## config.mk

```make
export PLATFORM = sky130hd
export DESIGN_NAME = cpu5_memarb
export DESIGN_NICKNAME = d
export VERILOG_FILES = /design/src/rtl/cpu5_memarb.sv
export SDC_FILE = /design/constraint.sdc
export NUM_CORES = 1
export LEC_CHECK = 0
export CORE_ASPECT_RATIO = 1.1
export CORE_MARGIN = 2
export CORE_UTILIZATION = 30
export DETAILED_ROUTE_END_ITERATION = 8
export PLACE_DENSITY = 0.88
export SLEW_MARGIN = 10
export SYNTH_ARGS = -nofsm -noshare
export SYNTH_HDL_FRONTEND = slang
export SYNTH_SLANG_ARGS = --single-unit
```

## constraint.sdc

```tcl
create_clock -name clk_i -period 1.55 [get_ports clk_i]
set_clock_uncertainty 0.05 [all_clocks]
set_input_delay 0.155 -clock clk_i [delete_from_list [all_inputs] [get_ports clk_i]]
set_output_delay 0.155 -clock clk_i [all_outputs]
set_load 0.005 [all_outputs]
```

## src/rtl/cpu5_memarb.sv

```systemverilog
// cpu5 memory-port arbiter: shares the one memory port between fetch and load/store, with load/store first.
// Defining CPU5_MEMARB_FAIRNESS_EN adds a starvation guard that forces a fetch grant after STARVE_MAX load/store grants.
module cpu5_memarb #(
  parameter int AW         = 32,
  parameter int DW         = 32,
  parameter int STARVE_MAX = 4
) (
  input  logic            clk_i,
  input  logic            reset_i,
  input  logic            if_req_i,
  input  logic [AW-1:0]   if_addr_i,
  output logic            if_ack_o,
  output logic [DW-1:0]   if_rdata_o,
  input  logic            ls_req_i,
  input  logic            ls_we_i,
  input  logic [DW/8-1:0] ls_be_i,
  input  logic [AW-1:0]   ls_addr_i,
  input  logic [DW-1:0]   ls_wdata_i,
  output logic            ls_ack_o,
  output logic [DW-1:0]   ls_rdata_o,
  output logic            mem_req_o,
  output logic            mem_we_o,
  output logic [DW/8-1:0] mem_be_o,
  output logic [AW-1:0]   mem_addr_o,
  output logic [DW-1:0]   mem_wdata_o,
  input  logic [DW-1:0]   mem_rdata_i,
  input  logic            mem_ack_i
);

  typedef enum logic [1:0] {IDLE, IF_BUSY, LS_BUSY} state_t;

  state_t            state_q;
  logic              mem_req_q;
  logic              mem_we_q;
  logic [DW/8-1:0]   mem_be_q;
  logic [AW-1:0]     mem_addr_q;
  logic [DW-1:0]     mem_wdata_q;
  logic              grant_ls;
  logic              grant_if;

`ifdef CPU5_MEMARB_FAIRNESS_EN
  localparam logic [3:0] STARVE_LIM = 4'(STARVE_MAX);

  logic [3:0] starve_q;
  logic [3:0] starve_d;

  // Fetch overrides load/store only when it has waited STARVE_MAX grants in a row.
  assign grant_ls = ls_req_i && !(if_req_i && (starve_q == STARVE_LIM));
  assign grant_if = if_req_i && !grant_ls;

  always_comb begin
    starve_d = starve_q;
    if (state_q == IDLE) begin
      if (grant_if) begin
        starve_d = '0;
      end else if (grant_ls) begin
        if (!if_req_i)                  starve_d = '0;
        else if (starve_q != STARVE_LIM) starve_d = starve_q + 4'd1;
      end
    end
  end

  always_ff @(posedge clk_i) begin
    if (reset_i) starve_q <= '0;
    else         starve_q <= starve_d;
  end
`else
  assign grant_ls = ls_req_i;
  assign grant_if = if_req_i && !ls_req_i;
`endif

  always_ff @(posedge clk_i) begin
    if (reset_i) begin
      state_q     <= IDLE;
      mem_req_q   <= 1'b0;
      mem_we_q    <= 1'b0;
      mem_be_q    <= '0;
      mem_addr_q  <= '0;
      mem_wdata_q <= '0;
    end else begin
      case (state_q)
        IDLE: begin
          if (grant_ls) begin
            state_q     <= LS_BUSY;
            mem_req_q   <= 1'b1;
            mem_we_q    <= ls_we_i;
            mem_be_q    <= ls_be_i;
            mem_addr_q  <= ls_addr_i;
            mem_wdata_q <= ls_wdata_i;
          end else if (grant_if) begin
            state_q     <= IF_BUSY;
            mem_req_q   <= 1'b1;
            mem_we_q    <= 1'b0;
            mem_be_q    <= '1;
            mem_addr_q  <= if_addr_i;
            mem_wdata_q <= '0;
          end
        end
        IF_BUSY, LS_BUSY: begin
          if (mem_ack_i) begin
            state_q   <= IDLE;
            mem_req_q <= 1'b0;
          end
        end
        default: begin
          state_q   <= IDLE;
          mem_req_q <= 1'b0;
        end
      endcase
    end
  end

  // Acks are combinational from mem_ack; gated by reset so an abandoned transfer never completes.
  assign if_ack_o    = !reset_i && (state_q == IF_BUSY) && mem_ack_i;
  assign ls_ack_o    = !reset_i && (state_q == LS_BUSY) && mem_ack_i;
  assign if_rdata_o  = mem_rdata_i;
  assign ls_rdata_o  = mem_rdata_i;

  assign mem_req_o   = mem_req_q;
  assign mem_we_o    = mem_we_q;
  assign mem_be_o    = mem_be_q;
  assign mem_addr_o  = mem_addr_q;
  assign mem_wdata_o = mem_wdata_q;

endmodule

```

==> flow_results.org <==
** Status
- Outcome :: completed

** Logic synthesis
- Summing the areas of all fa, ha and maj instances in the mapped netlist gives 1.40% of the synthesized area.
- Post-synth net total :: 503
- Xor/xnor cell area share of the yosys netlist :: 0%
- Largest family of logic cells by synthesized area :: compound AO/OA/AOI/OAI gates
- For this run, the number of Yosys warnings is 0.
- Complex-gate fraction of the synthesized area :: 19.7%
- Synthesis produced a netlist whose cell count is 361.
- For this run, the register share of the synthesized area comes to approximately two fifths.
- Mux cell area share after synthesis :: approximately 8.9%
- Number of register bits inferred by synthesis :: 72
- The cell area that synthesis handed to floorplanning was 3580 µm².
- A synthesized cell averages 9.93 µm².
- The netlist uses 28 different library cells.
- Summing the areas of all and, or, nand and nor instances in the mapped netlist gives 10.6% of the synthesized area.

** Drt
- For this run, design rule violations remaining after detail routing come to 0.
- For this run, the detailed router's first-pass iteration total came to 5.
- The count of nets left with antenna violations once routing finished came out at 0.
- The detailed router finished its first iteration with between 90 and 100 violations.
- Summing over every cut layer, the via total after detailed routing is 2976.
- Using the TritonRoute via totals, the vias-per-cell ratio works out to 4.75.
- DR WL/cell :: 16.3 µm
- After detailed routing, the total wire length is 10.2 mm.

** Worst hold path
- The tightest min-delay check is of the input pin to output port type.

** Timing
- Final Setup Violations :: 0
- Smallest setup slack after layout :: between 0.03 and 0.04 ns
- Tcrit/Tclk final :: 97.6%
- The number of failing hold endpoints at the final stage came to 0.
- For the pin with the worst max-slew slack, the measured transition is ~0.75 ns.
- The smallest clock period supported by the final layout is computed as between 1.5 and 2 ns.
- The worst pin sits at a relative slew slack of 49.8%.
- Summed over all failing endpoints, the final setup total negative slack is 0 ns.
- The max-slew violation total from the final report came to 0.
- RSZ-0062 raised after global routing :: false
- Maximum operating frequency :: ~660 MHz
- Worst Hold Slack :: 0.260 ns

** CTS
- Clock tree from TritonCTS :: built
- Clock latency on the worst-skew pair :: about 0.32 ns
- Total clock buffers created by CTS :: 9
- The cell sitting at the root of the clock tree is a sky130_fd_sc_hd__clkbuf_16.
- Clock Path Buffers :: 2
- In this run the number of H-tree levels came out at 3.
- Clock transition at the registers of the reported paths :: 0.06 ns
- Hold repair after CTS inserted 0 buffers.
- Count of clock tree sinks :: 72

** Worst setup path
- Sort of element at the end of the critical path :: flip-flop
- Number of cell instances on the worst register-to-register path :: 5
- Crit path cell chain :: clkdlybuf4s50_1 -> o21ai_2 -> a22oi_1 -> nor2_1
- STA classifies the critical path startpoint as an input pin.
- The worst register-to-register path ends at mem_addr_o[6]$_SDFFE_PP0P_.
- At the worst endpoint, the arrival time is 1.72 ns.
- Category of the critical setup timing path :: input pin to flip-flop
- In this run the critical register-to-register path is launched from state_q[0]$_SDFFE_PP0P_.
- Of all nets on the critical path, the largest fanout is 16.
- CP endpoint :: mem_wdata_o[19]$_SDFFE_PP0P_
- Beginning of the critical path :: if_req_i
- Internal reg-to-reg setup slack :: 0.11 ns
- For the worst setup path, the data required time is 1.76 ns.
- Slowest-stage cell, CP :: sky130_fd_sc_hd__o21ai_2
- In this design, the stage delay of the slowest critical-path cell is 0.68 ns.

** Place
- Including well taps, the total number of placed cells is between 600 and 700.
- Detailed placement finished with a half-perimeter wire length of 7.60 mm.
- IO buf count :: 177
- At the end of routability-driven placement, the weighted congestion stood at 0.746.
- Prior to clock tree synthesis, the placed netlist has a worst setup slack of -0.223 ns.

** Floorplanning
- Cell row count :: 41
- The die is 108 µm wide.
- After floorplanning, the core was sized to cover 11500 µm².
- Area of the die :: 12800 µm²
- Number of top-level design ports :: about 270
- From bottom edge to top edge, the die measures 119 µm.
- The initial utilization of the core area, before any placement, comes to between 30% and 40%.

** Global route
- Total routing usage reported by global routing :: 15.1%
- Entering global routing, the biggest net connects 73 pins.
- After global routing the overflow that remains totals 0.
- Wire length of the first global-routing pass :: 15.0 mm
- The initial antenna violation count was 0.
- Vias in the first global route :: 3007

** Cells and area
- Final cell count without fillers :: 626
- The multi-input combinational cells in the finished layout cover a total of 1480 µm².
- At the end of the flow, the number of nets in the layout was 613.
- The post-route netlist has 15.3% of its cells at a drive strength greater than 1.
- Number of fill cells :: 1057
- The repair_antennas step left the layout with diodes totalling 0.
- Area Growth Syn to Fin :: 49.7%
- Register area :: 1440 µm²

** Power and ir drop
- IR Drop Worst-Case VDD :: 0.000621 V
- Summing internal, switching and leakage power gives 5.93 mW.
- Power density over cell area :: roughly 1100 nW/µm²
- LEAKAGE :: between 2 and 2.5 nW

** Run
- Count of max-cap constraint violations :: 0
[through the flow]
step | util (%) | instance area (µm²)
6_report | 46.5 | 5360
5_1_grt | 46.5 | 5360
4_1_cts | 46.4 | 5360
3_5_place_dp | 43.3 | 4990
3_3_place_gp | 43.3 | 4990
2_1_floorplan | - | 3580
[layer usage]
layer / part of all wire [%] / global-route usage, % / routed length [µm]
met1: 33 / 13.9 / 3390
met2: 54 / 28.3 / 5520
met3: 9.9 / 6.18 / 1010
met4: 3.0 / 6.57 / 302
met5: 0 / 0 / 0
[synthesized netlist by cell type]
cell	instances	area share [%]
sky130_fd_sc_hd__nand2b_1	2	0.35
sky130_fd_sc_hd__nand3b_1	1	0.21
sky130_fd_sc_hd__a21oi_1	3	0.42
sky130_fd_sc_hd__nor2b_1	1	0.17
sky130_fd_sc_hd__nor3b_1	1	0.21
sky130_fd_sc_hd__o21ai_0	2	0.28
sky130_fd_sc_hd__nand4b_1	1	0.24
sky130_fd_sc_hd__and2_1	1	0.17
sky130_fd_sc_hd__clkbuf_1	7	0.73
sky130_fd_sc_hd__ha_1	4	1.4
sky130_fd_sc_hd__inv_1	2	0.21
sky130_fd_sc_hd__nor2_1	73	7.6
sky130_fd_sc_hd__dfxtp_1	72	40
sky130_fd_sc_hd__a22oi_1	33	6.9
sky130_fd_sc_hd__nor3_1	2	0.28
sky130_fd_sc_hd__o21a_2	1	0.24
sky130_fd_sc_hd__buf_6	8	2.5
sky130_fd_sc_hd__o21ai_4	1	0.45
sky130_fd_sc_hd__and3b_1	2	0.49
sky130_fd_sc_hd__mux2i_1	32	8.9
sky130_fd_sc_hd__buf_8	1	0.42
sky130_fd_sc_hd__a21o_1	1	0.21
sky130_fd_sc_hd__buf_4	71	15
sky130_fd_sc_hd__nand3_1	1	0.14
sky130_fd_sc_hd__nor3_2	2	0.56
sky130_fd_sc_hd__nand2_1	1	0.10
sky130_fd_sc_hd__buf_2	3	0.42
sky130_fd_sc_hd__a211oi_2	32	11
[worst min path at each step]
stage	startpoint	end	cells past startpoint
finish	mem_rdata_i[18]	ls_rdata_o[18]	0
global route	mem_rdata_i[15]	ls_rdata_o[15]	0
CTS	mem_rdata_i[14]	ls_rdata_o[14]	0
detailed placement	mem_rdata_i[14]	ls_rdata_o[14]	0
global placement	mem_rdata_i[14]	ls_rdata_o[14]	0
floorplan	ls_wdata_i[0]	mem_wdata_o[0]$_SDFFE_PP0P_	2
[state kept, by name (all words and copies together), names as in the netlist]
| register | cells |
|---|---|
| state_q | 2 |
| mem_wdata_o | 32 |
| mem_we_o | 1 |
| mem_req_o | 1 |
| mem_be_o | 4 |
| mem_addr_o | 32 |
[cell usage in the layout (no fill, tap or decap), types with 2 or more instances in the layout]
| cell type | Yosys | final |
|---|---|---|
| sky130_fd_sc_hd__ha_1 | 4 | 3 |
| sky130_fd_sc_hd__buf_12 | 0 | 5 |
| sky130_fd_sc_hd__a21oi_1 | 3 | 3 |
| sky130_fd_sc_hd__nor2_1 | 73 | 73 |
| sky130_fd_sc_hd__and3b_1 | 2 | 2 |
| sky130_fd_sc_hd__clkdlybuf4s50_1 | 0 | 173 |
| sky130_fd_sc_hd__inv_2 | 0 | 2 |
| sky130_fd_sc_hd__a211oi_2 | 32 | 32 |
| sky130_fd_sc_hd__nand2b_1 | 2 | 2 |
| sky130_fd_sc_hd__mux2i_1 | 32 | 32 |
| sky130_fd_sc_hd__nor3_2 | 2 | 2 |
| sky130_fd_sc_hd__nor3_1 | 2 | 2 |
| sky130_fd_sc_hd__o21ai_0 | 2 | 2 |
| sky130_fd_sc_hd__clkbuf_16 | 0 | 9 |
| sky130_fd_sc_hd__clkbuf_8 | 0 | 3 |
| sky130_fd_sc_hd__dfxtp_1 | 72 | 70 |
| sky130_fd_sc_hd__dfxtp_2 | 0 | 2 |
| sky130_fd_sc_hd__buf_2 | 3 | 2 |
| sky130_fd_sc_hd__buf_4 | 71 | 6 |
| sky130_fd_sc_hd__a22oi_1 | 33 | 33 |
[power by group]
| group | total, mW | leakage, nW | switching [mW] | internal (mW) |
|---|---|---|---|---|
| clock network | 2.14 | 0.155 | 0.762 | 1.38 |
| registers | 2.18 | 0.596 | 0.112 | 2.07 |
| logic | 1.61 | 1.33 | 0.671 | 0.944 |
[layout make-up]
type,instances,area share (%)
clock buffer,12,4.97
clock inverter,4,0.956
inverter,2,0.140
multi-input combinational,198,27.6
sequential,72,26.9
tap,150,3.50
timing repair buffer,188,35.9
[logic make-up after synthesis]
| family | after synthesis |
|---|---|
| buffers and inverters | 92 |
| multiplexers | 32 |
| adder cells (fa/ha/maj) | 4 |
| AO/OA/AOI/OAI | 73 |
| AND/OR/NAND/NOR | 88 |
| flip-flops | 72 |
[worst max-delay path, delay by kind of cell]
kind	cells	cell delay, ns
AO/OA/AOI/OAI	2	0.89
AND/OR/NAND/NOR	1	0.12
buffers and inverters	1	0.56
[repair_timing]
item / CTS / global route
pin swaps: 0 / 1
gates resized for setup: 12 / 2
setup endpoints to repair: 71 / 10
gates cloned: 1 / 1
setup buffers: 0 / 0
endpoints found under the hold margin: 0 / 0
No activity file was read; power rests on OpenSTA's default activity.
